## config.mk

```make
export PLATFORM = sky130hd
export DESIGN_NAME = apb_slave_regs
export DESIGN_NICKNAME = d
export VERILOG_FILES = /design/src/rtl/apb_pkg.sv /design/src/rtl/apb_slave_regfile.sv /design/src/rtl/apb_slave_regs.sv
export SDC_FILE = /design/constraint.sdc
export NUM_CORES = 1
export LEC_CHECK = 0
export ABC_AREA = 1
export CAP_MARGIN = 20
export CORE_UTILIZATION = 40
export DETAILED_ROUTE_END_ITERATION = 6
export GPL_ROUTABILITY_DRIVEN = 0
export PLACE_DENSITY = 0.67
export SYNTH_ARGS = -nofsm -noshare
export SYNTH_HDL_FRONTEND = slang
export SYNTH_SLANG_ARGS = --single-unit
```

## constraint.sdc

```tcl
create_clock -name PCLK -period 3.1 [get_ports PCLK]
set_clock_uncertainty 0.2 [all_clocks]
set_input_delay 0.31 -clock PCLK [delete_from_list [all_inputs] [get_ports PCLK]]
set_output_delay 0.31 -clock PCLK [all_outputs]
set_load 0.01 [all_outputs]
```

## src/rtl/apb_pkg.sv

```systemverilog
// Shared types, widths and the address decoder for the APB register slave.
// Ports: none (package only).
package apb_pkg;

    localparam int          APB_DATA_W   = 32;
    localparam int          APB_ADDR_W   = 32;
    localparam logic [31:0] ID_VALUE_DEF = 32'hA9B0_0001;

    typedef enum logic {
        IDLE,
        ACCESS
    } state_t;

    typedef struct packed {
        logic [APB_ADDR_W-1:0] idx;
        logic                  err;
    } dec_t;

    // Offset wraps mod 2^32, so addresses below base decode as huge offsets.
    function automatic dec_t apb_decode(
        input logic [APB_ADDR_W-1:0] addr,
        input logic [APB_ADDR_W-1:0] base,
        input int unsigned           num_regs
    );
        logic [APB_ADDR_W-1:0] off;
        dec_t                  d;
        off   = addr - base;
        d.idx = {2'b00, off[APB_ADDR_W-1:2]};
        d.err = (addr[1:0] != 2'b00) ||
                (off >= 32'(4 * num_regs));
        return d;
    endfunction

endpackage

```

## src/rtl/apb_slave_regfile.sv

```systemverilog
// Register storage: read-only ID at index 0, RW registers above it.
// Ports: clk, rst_n, commit/idx/wdata write port, reg_q flat contents, wr_pulse.
module apb_slave_regfile
    import apb_pkg::*;
#(
    parameter int          NUM_REGS = 8,
    parameter logic [31:0] ID_VALUE = ID_VALUE_DEF,
    parameter int          IW       = 3
) (
    input  logic                       clk,
    input  logic                       rst_n,
    input  logic                       commit,
    input  logic [IW-1:0]              idx,
    input  logic [APB_DATA_W-1:0]      wdata,
    output logic [NUM_REGS*32-1:0]     reg_q,
    output logic [NUM_REGS-1:0]        wr_pulse
);

    logic [NUM_REGS*32-1:32] rw_q;
    logic [NUM_REGS-1:0]     hit;
    logic [NUM_REGS-1:0]     pulse_q;

    // Index 0 never hits, so its strobe stays low.
    always_comb begin
        hit = '0;
        for (int i = 1; i < NUM_REGS; i++) begin
            hit[i] = commit && (idx == IW'(i));
        end
    end

    always_ff @(posedge clk) begin
        if (!rst_n) begin
            rw_q    <= '0;
            pulse_q <= '0;
        end else begin
            pulse_q <= hit;
            for (int i = 1; i < NUM_REGS; i++) begin
                if (hit[i]) begin
                    rw_q[32*i +: 32] <= wdata;
                end
            end
        end
    end

    assign reg_q    = {rw_q, ID_VALUE};
    assign wr_pulse = pulse_q;

endmodule

```

## src/rtl/apb_slave_regs.sv

```systemverilog
// APB3 completer with wait states in front of a small register file.
// Ports: PCLK/PRESET, APB completer signals, reg_q contents, wr_pulse strobes.
module apb_slave_regs
    import apb_pkg::*;
#(
    parameter int          NUM_REGS    = 8,
    parameter logic [31:0] BASE_ADDR   = 32'h0000_0000,
    parameter int          WAIT_CYCLES = 1,
    parameter logic [31:0] ID_VALUE    = ID_VALUE_DEF
) (
    input  logic                   PCLK,
    input  logic                   PRESET,
    input  logic                   PSEL,
    input  logic                   PENABLE,
    input  logic                   PWRITE,
    input  logic [APB_ADDR_W-1:0]  PADDR,
    input  logic [APB_DATA_W-1:0]  PWDATA,
    output logic                   PREADY,
    output logic [APB_DATA_W-1:0]  PRDATA,
    output logic                   PSLVERR,
    output logic [NUM_REGS*32-1:0] reg_q,
    output logic [NUM_REGS-1:0]    wr_pulse
);

    localparam int IW = (NUM_REGS > 1) ? $clog2(NUM_REGS) : 1;

    state_t                state_q, state_d;
    logic [3:0]            cnt_q, cnt_d;
    logic                  wr_q, err_q;
    logic [APB_DATA_W-1:0] wdata_q, rdata_q;
    logic [IW-1:0]         idx_q;

    dec_t                  dec;
    logic [APB_DATA_W-1:0] rd_mux;
    logic                  setup, done, commit;

    always_comb begin
        dec    = apb_decode(PADDR, BASE_ADDR, NUM_REGS);
        rd_mux = '0;
        for (int i = 0; i < NUM_REGS; i++) begin
            if (dec.idx == 32'(i)) begin
                rd_mux = reg_q[32*i +: 32];
            end
        end
    end

    assign setup  = (state_q == IDLE) && PSEL && !PENABLE;
    assign done   = (state_q == ACCESS) && PSEL && PENABLE &&
                    (cnt_q == 4'd0);
    assign commit = done && wr_q && !err_q;

    always_comb begin
        state_d = state_q;
        cnt_d   = cnt_q;
        unique case (state_q)
            IDLE: begin
                if (setup) begin
                    state_d = ACCESS;
                    cnt_d   = 4'(WAIT_CYCLES);
                end
            end
            ACCESS: begin
                if (!PSEL) begin
                    state_d = IDLE;
                    cnt_d   = 4'd0;
                end else if (cnt_q != 4'd0) begin
                    cnt_d = cnt_q - 4'd1;
                end else if (PENABLE) begin
                    state_d = IDLE;
                end
            end
            default: begin
                state_d = IDLE;
                cnt_d   = 4'd0;
            end
        endcase
    end

    always_ff @(posedge PCLK) begin
        if (!PRESET) begin
            state_q <= IDLE;
            cnt_q   <= 4'd0;
            wr_q    <= 1'b0;
            err_q   <= 1'b0;
            wdata_q <= '0;
            rdata_q <= '0;
            idx_q   <= '0;
        end else begin
            state_q <= state_d;
            cnt_q   <= cnt_d;
            if (setup) begin
                wr_q    <= PWRITE;
                wdata_q <= PWDATA;
                idx_q   <= dec.idx[IW-1:0];
                err_q   <= dec.err ||
                           (PWRITE && (dec.idx == '0));
                rdata_q <= dec.err ? '0 : rd_mux;
            end
        end
    end

    // Responses come only from registered state.
    assign PREADY  = (state_q == ACCESS) && (cnt_q == 4'd0);
    assign PRDATA  = (PREADY && !wr_q) ? rdata_q : '0;
    assign PSLVERR = PREADY && err_q;

    apb_slave_regfile #(
        .NUM_REGS (NUM_REGS),
        .ID_VALUE (ID_VALUE),
        .IW       (IW)
    ) u_regfile (
        .clk      (PCLK),
        .rst_n    (PRESET),
        .commit   (commit),
        .idx      (idx_q),
        .wdata    (wdata_q),
        .reg_q    (reg_q),
        .wr_pulse (wr_pulse)
    );

endmodule

```

# After elaboration in Yosys (flattened, before gate mapping)
# Index checks and enable logic that the tools add are counted.
totals:
  ff_bits: 306
  n_memories: 0
  elab_cells: 83
  ram_bits: 0
  latchBits: 0
  rom_bits: 0
  inputBits: 69
op_classes:
  n_reduce_logical: 29
  order_cmp: 1
  bitwise_logic: 1
  muxes: 19
  shift: 0
  n_div: 0
  eq_ne: 16
  n_mul: 0
  addsub: 1
op_table:
  columns: ["cell", "n"]
  rows:
  - ["32-bit two-way mux", 10]
  - ["30-bit by 3-bit == test with 1-bit output, second input constant", 4]
  - ["30-bit by 2-bit == test with 1-bit output, second input constant", 2]
  - ["32-bit by 6-bit >= comparator with 1-bit output, second input constant", 1]
  - ["32-bit zero test", 1]
  - ["30-bit by 1-bit == test with 1-bit output, second input constant", 1]
  - ["30-bit zero test", 1]
  - ["1-bit logical AND", 18]
  - ["3-bit == test, second input constant", 4]
  - ["4-bit two-way mux", 3]
  - ["4-bit case mux with 2 select lines", 1]
  - ["3-bit by 2-bit == test with 1-bit output, second input constant", 2]
  - ["4-bit zero test", 1]
  - ["1-bit two-way mux", 4]
  - ["4-bit nonzero test", 1]
  - ["4-bit by 1-bit subtractor with 4-bit output, second input constant", 1]
  - ["3-bit by 1-bit == test with 1-bit output, second input constant", 1]
  - ["1-bit zero test", 3]
  - ["3-bit by 2-bit inequality test with 1-bit output, second input constant", 1]
  - ["1-bit logical OR", 2]
  - ["2-bit inequality test, second input constant", 1]
  - ["1-bit case mux with 2 select lines", 1]
  - ["2-bit AND reduction", 1]
  - ["2-bit nonzero test", 1]
  - ["1-bit inverter", 1]

# Depth between registers and ports, before layout
# Gate-level depths: netlist of run 1.
depth:
  word_depth: 10
  ltp_mapped: 14

# Cells and area by module
# From an unflattened synthesis of run 1, not the netlist that was laid out.
unflattened:
  cells_unflattened: 2385
  hier_area_um2: 15029.4
modules_own_cells:
  columns: ["module", "instances", "area_per_inst_um2", "cells_per_inst"]
  rows:
  - ["apb_slave_regfile", 1, 9285.2, 1316]
  - ["apb_slave_regs", 1, 5744.3, 1069]

# Worst setup path after synthesis of run 1
# No wires, ideal clock.
synth_path:
  kind: "reg-to-output"
  start: "register cnt_q[0]"
  end: "output port PRDATA[0]"
  arrival_time_ps: 1517
  stages_incl_launch_ff: 10
  path_slack_ps: 1073
  path_cell_list: "dfxtp_1 > inv_1 > ha_1 > inv_1 > nor3_2 > inv_2 > nor2_1 > nand2_1 > clkbuf_1 > nor2_1"
synth_via:
  elab_chain_cells: 4
synth_rtl:
  columns: ["element", "line", "rtl"]
  rows:
  - ["start: declaration", "apb_slave_regs.sv:28", "logic [3:0] cnt_q, cnt_d;"]
  - ["start signal: assignment", "apb_slave_regs.sv:90", "cnt_q <= cnt_d;"]
  - ["4-bit zero test", "apb_slave_regs.sv:103", "assign PREADY = (state_q == ACCESS) && (cnt_q == 4'd0);"]
  - ["1-bit logical AND", "apb_slave_regs.sv:103", null]
  - ["net PREADY", "apb_slave_regs.sv:18", "output logic PREADY,"]
  - ["1-bit logical AND", "apb_slave_regs.sv:104", "assign PRDATA = (PREADY && !wr_q) ? rdata_q : '0;"]
  - ["32-bit two-way mux", "apb_slave_regs.sv:104", null]
  - ["end: declaration", "apb_slave_regs.sv:19", "output logic [APB_DATA_W-1:0] PRDATA,"]
# The timed path passes the listed nets, and every way through them passes these cells.

# Worst setup path in the final report of run 1
layout_path:
  start: "register cnt_q[0]"
  end: "output port PRDATA[26]"
layout_via:
  elab_chain_cells: 4
layout_rtl:
  columns: ["element", "line"]
  rows:
  - ["4-bit zero test", "apb_slave_regs.sv:103"]
  - ["1-bit logical AND", "apb_slave_regs.sv:103"]
  - ["1-bit logical AND", "apb_slave_regs.sv:104"]
  - ["32-bit two-way mux", "apb_slave_regs.sv:104"]
# Every way passes these cells.

==> results of run 1 <==
## per-stage QoR
| step | instance area (µm²) | util [%] | setup TNS [ns] | hold WS (ns) |
|---|---|---|---|---|
| 2_1_floorplan | 13800 | - | 0 | 0.245 |
| 3_3_place_gp | 17300 | 51.3 | 0 | 0.254 |
| 3_5_place_dp | 17300 | 51.3 | 0 | 0.256 |
| 4_1_cts | 18600 | 55.2 | 0 | 0.228 |
| 5_1_grt | 18700 | 55.6 | -0.00924 | 0.241 |
| 6_report | 18700 | 55.6 | 0 | 0.238 |
## what timing repair did
item / 4_1_cts / 5_1_grt
gates cloned: 1 / 0
setup buffers: 1 / 3
hold buffers: 1 / 0
resized for setup: 5 / 31
endpoints found under the hold margin: 34 / 0
pin swaps: 2 / 0
setup endpoints to repair: 29 / 31
## synthesized netlist by cell type, types with 28 or more instances
cell and count:
a211oi_2 28, a21oi_1 236, a31oi_1 47, buf_4 46
clkbuf_1 73, dfxtp_1 305, inv_1 245, inv_2 38
nand2_1 186, nand3_1 35, nand4_1 31, nor2_1 151
o21ai_0 195, o21ai_1 49
## worst max-delay path, delay by kind of cell, from the launching register on
family | cells | cell delay (ns)
flip-flops | 1 | 0.31
AND/OR/NAND/NOR | 4 | 0.64
adder cells (fa/ha/maj) | 1 | 0.18
buffers and inverters | 4 | 0.86
## cells by family (layout without fill, tap and decap cells)
group | Yosys count | count (layout) | synth area share [%]
compound gates | 615 | 615 | 25.7
xor+xnor | 1 | 1 | 0.0640
fa+ha+maj | 1 | 1 | 0.0914
buf+inv | 436 | 731 | 14.1
flops | 305 | 305 | 44.6
other cells | 2 | 33 | 0.0549
simple gates | 454 | 455 | 15.3
## how the worst min path moves through the flow
stage	endpoint	cells past startpoint
global placement	rdata_q[5]	2
global route	wdata_q[18]	3
CTS	wdata_q[19]	3
detailed placement	rdata_q[22]	2
floorplan	rdata_q[0]	2
finish	wdata_q[5]	3
## power groups by stage
| stage | logic (mW) | clock network, mW | registers (mW) |
|---|---|---|---|
| after global routing | 0.504 | 4.74 | 4.02 |
| after global placement | 0.423 | 0 | 4.10 |
| final | 0.464 | 4.55 | 4.02 |
| after CTS | 0.441 | 4.58 | 4.02 |
| after floorplan | 0.288 | 0 | 4.08 |
| after detailed placement | 0.431 | 0 | 4.11 |
## final cells by class
cell class,instances,area share [%]
inverters,284,5.72
clock inverters,13,1.45
repair buffers,387,20.9
clock buffers,47,5.31
multi-input cells,1105,31.0
well taps,448,3.00
flip-flops and latches,305,32.7
## metal layers
layer	up-vias	GRT usage (%)	part of all wire, %
li1	6508	-	-
met4	0	11.3	3.9
met5	-	0	0
met3	108	5.40	7.7
met2	671	46.5	46
met1	6438	35.5	42
## sequential cells by signal, summed over array words and instances (netlist names)
signal and count:
err_q 1, wdata_q 32, u_regfile.rw_q 224, rdata_q 32, state_q 1, u_regfile.wr_pulse 7
wr_q 1, cnt_q 4, idx_q 3
==> results_dict.tcl, run 1 <==
set metrics [dict create \
    cp.arrival_ns 2.50 \
    total_power_mw 9.04 \
    min_path_type "in -> reg" \
    synth_cells 1814 \
    start_util_pct 40.7 \
    period_needed_ns 3.01 \
    area_delta_synth_final_pct 36.7 \
    register_area_mm2 0.00611 \
    r2r-start "cnt_q[0]" \
    drive_gt1_share_pct 12.0 \
    required_ns 2.59 \
    antenna_found_initial 0 \
    p_int_mw 7.04 \
    powerDensity_mw_per_mm2 483 \
    status "finished clean" \
    clk_latency_ns 0.52 \
    clock-sinks 305 \
    critPathLaunch "cnt_q[0]" \
    wl_per_cell_um 19.5 \
    hold_start "PWDATA[5]" \
    cts_max_level 2 \
    ios 367 \
    synth_seq_cells 305 \
    seq_power_share_pct 44.5 \
    synth-edff-count 0 \
    drv_slew 0 \
    drv_cap 0 \
    crit_type "reg -> out" \
    ys_types 42 \
    grt_pass1_vias 12900 \
    post-place-ws_ns 0.308 \
    crit_end "PRDATA[26]" \
    worst_setup_path_end_kind "primary output" \
    cellLeakagePower_nw 7.03 \
    antenna_cells 0 \
    first_pass_iters 5 \
    synth.area.top_cells "dfxtp_1, a21oi_1, o21ai_0, inv_1, nand2_1" \
    dp.cells 2522 \
    clk_pin_slew_ns 0.06 \
    grt_max_degree 103 \
    finalNonFillerCells 2589 \
    synth.avg_cell_area_um2 7.54 \
    cts_tree "built" \
    syn-cell-area_mm2 0.0137 \
    slew_headroom_pct 38.5 \
    ys_warn_count 0 \
    layout_setup_ws_ns 0.0910 \
    ys_seq_area_share_pct 44.6 \
    ant_nets 0 \
    dp.final_hpwl_mm 35.4 \
    worst_pin_slew_ns 0.922 \
    setup_viol 0 \
    grt_pass1_wl_mm 76.0 \
    async_flop_share_pct 0 \
    core_region_area_mm2 0.0336 \
    most-common-layout-cells "dfxtp_1, clkdlybuf4s50_1, inv_1" \
    vias 13700 \
    crit_fanout 6 \
    yosys.area.top_type "dfxtp_1" \
    worstReg2RegEnd "u_regfile.rw_q[47]" \
    nets 2188 \
    worstSetupStartpointType "flop" \
    power_frac_comb_pct 5.1 \
    wl_mm 50.5 \
    period_share_pct 97.1 \
    cts_made_buffers 35 \
    dieArea_mm2 0.0349 \
    swShare_pct 22.1 \
    crit_top_cell "inv_1" \
    cts.path.max_buffers 3 \
    reg2reg_setup_slack_ns 0.47 \
    rows 67 \
    vdd_drop_max_v 0.000308 \
    via_per_inst 5.30 \
    path_cells "inv_1 > ha_1 > inv_1 > nor3_2 > inv_2 > nor2_4 > nand2_4 > nor2_1 > clkdlybuf4s50_1" \
    clock_power_share_pct 50.4 \
    n_fill_cell 3135 \
    r2r_cells 12 \
    die_h_um 187 \
    multiInputGateArea_mm2 0.00580 \
    groute.usage.overall_pct 28.0 \
    slowest_delay_ns 0.57 \
    first_iter_violations 1238 \
    drc 0 \
    synth-main-ff-cell "dfxtp_1" \
    die_x_um 187 \
    final_common_cell "dfxtp_1" \
    hold_viol_final 0 \
    grt_overflow 0 \
    power.switching_mw 2.00 \
    synthDominantCellAreaShare_pct 44.6 \
    cts_root_buffer "clkbuf_16" \
    crit_slowest_cell "clkdlybuf4s50_1" \
    io_buffers 333 \
    max_freq_mhz 332 \
]
Note: power is estimated with default switching activity, not from simulation.
==> run 2, diff against run 1 <==
Clock period 3.1 ns to 2.7 ns, I/O delays scaled along.
==> run 2 against run 1 <==
- flip-flop and latch count is the same
- critical path depth increased by 1
- count of clock-buffer cells in the layout increased by 8
- die area stayed put
- cell area is essentially flat
- clock power increased by 5.7%
- routed wire length increased by 1.6%
- setup slack worse by 0.017 ns
- first-iteration DRC count shrank 6.8%
- global-route usage is 0.52 points higher
- highest routed layer unchanged
==> results_dict.tcl, run 2 (synthesis gave the netlist of run 1 again) <==
set metrics [dict create \
    vdd_drop_max_v 0.000294 \
    worst_pin_slew_ns 0.634 \
    ios 367 \
    cts_tree "built" \
    crit_type "reg -> out" \
    hold_viol_final 0 \
    max_freq_mhz 381 \
    register_area_mm2 0.00611 \
    cellLeakagePower_nw 6.62 \
    grt_pass1_wl_mm 77.9 \
    area_delta_synth_final_pct 36.7 \
    drc 0 \
    min_path_type "in -> reg" \
    worst_setup_path_end_kind "primary output" \
    crit_slowest_cell "dfxtp_1" \
    dp.cells 2541 \
    status "finished clean" \
    core_region_area_mm2 0.0336 \
    grt_max_degree 69 \
    finalNonFillerCells 2604 \
    cts_max_level 2 \
    powerDensity_mw_per_mm2 533 \
    setup_viol 0 \
    clock-sinks 305 \
    required_ns 2.23 \
    die_h_um 187 \
    cts.path.max_buffers 3 \
    multiInputGateArea_mm2 0.00582 \
    n_fill_cell 3103 \
    top_regs "u_regfile.rw_q x224, rdata_q x32, wdata_q x32" \
    io_buffers 333 \
    grt_pass1_vias 13200 \
    groute.usage.overall_pct 28.5 \
    largest_register_ffs 224 \
    total_power_mw 9.96 \
    first_iter_violations 1154 \
    slowest_delay_ns 0.31 \
    wl_mm 51.3 \
    via_per_inst 5.27 \
    crit_fanout 18 \
    vias 13700 \
    nets 2202 \
    largest_register "u_regfile.rw_q" \
    dieArea_mm2 0.0349 \
    crit_top_cell "inv_1" \
    drv_slew 0 \
    die_x_um 187 \
    first_pass_iters 6 \
    start_util_pct 40.7 \
    antenna_found_initial 1 \
    rsz0062_at_grt "yes" \
    ant_nets 0 \
    most-common-layout-cells "dfxtp_1, clkdlybuf4s50_1, inv_1" \
    clk_latency_ns 0.52 \
    drv_cap 0 \
    dp.final_hpwl_mm 36.3 \
    final_common_cell "dfxtp_1" \
    grt_overflow 0 \
    worstSetupStartpointType "flop" \
    slew_headroom_pct 57.7 \
    cts_made_buffers 35 \
    cp.arrival_ns 2.16 \
    clk_pin_slew_ns 0.06 \
    rows 67 \
    drive_gt1_share_pct 13.8 \
    path_cells "inv_1 > ha_1 > inv_1 > nor3_2 > inv_2 > nor2_4 > nand2_2 > buf_12 > nor2_2 > clkdlybuf4s15_2" \
    fin_util_pct 55.6 \
    reg2reg_setup_slack_ns 0.32 \
    period_needed_ns 2.63 \
    cts_root_buffer "clkbuf_16" \
    wl_per_cell_um 19.7 \
    period_share_pct 97.3 \
]
## run 2: worst max-delay path: cells and delay by family (launching register included)
kind,cells,cell delay (ns)
buffers and inverters,5,0.68
AND/OR/NAND/NOR,4,0.48
flip-flops,1,0.31
adder cells (fa/ha/maj),1,0.18
## run 2: area by class of cell
class,instances,share of cell area [%]
sequential,305,32.7
multi-input combinational,1104,31.2
timing repair buffer,402,21.2
clock buffer,55,5.80
inverter,284,5.72
tap,448,3.00
clock inverter,5,0.428
antenna,1,0.0134
## run 2: path summary, 6_finish.rpt
| check | start | endpoint | depth (start not counted) |
|---|---|---|---|
| worst max register to register | cnt_q[0] | u_regfile.rw_q[246] | 13 |
| worst min-delay path | PWDATA[26] | wdata_q[26] | 3 |
| worst min register to register | rdata_q[22] | rdata_q[22] | 2 |
| worst max-delay path | cnt_q[0] | PRDATA[25] | 10 |
## run 2: metrics by stage
| step | cell area [µm²] | hold WS (ns) | TNS (ns) | setup WS (ns) |
|---|---|---|---|---|
| finish | 18700 | 0.209 | 0 | 0.0739 |
| CTS | 18700 | 0.196 | 0 | 0.0323 |
| global route | 18700 | 0.228 | -0.00407 | -0.00254 |
| detailed placement | 17500 | 0.256 | 0 | 0.0428 |
| global placement | 17500 | 0.252 | 0 | 0.0912 |
| floorplan | 13800 | 0.208 | 0 | 0.684 |
## run 2: layer usage
metal / vias up / track usage, % / wire, µm
met4: 0 / 10.7 / 1900
li1: 6535 / - / -
met1: 6388 / 36.7 / 21600
met5: - / 0 / 0
met3: 114 / 4.82 / 4120
met2: 684 / 47.7 / 23700
## run 2: repair_timing
| item | 4_1_cts | 5_1_grt |
|---|---|---|
| buffers inserted | 1 | 0 |
| hold buffers | 1 | 0 |
| gates resized for setup | 56 | 44 |
| endpoints found under the hold margin | 41 | 0 |
| setup endpoints to repair | 34 | 30 |
## run 2: power breakdown
group	internal (mW)	switching (mW)	total, mW	leakage (nW)
logic	0.190	0.347	0.537	3.59
registers	4.55	0.0635	4.61	2.46
clock network	2.94	1.87	4.81	0.564
total	7.67	2.28	9.96	6.62
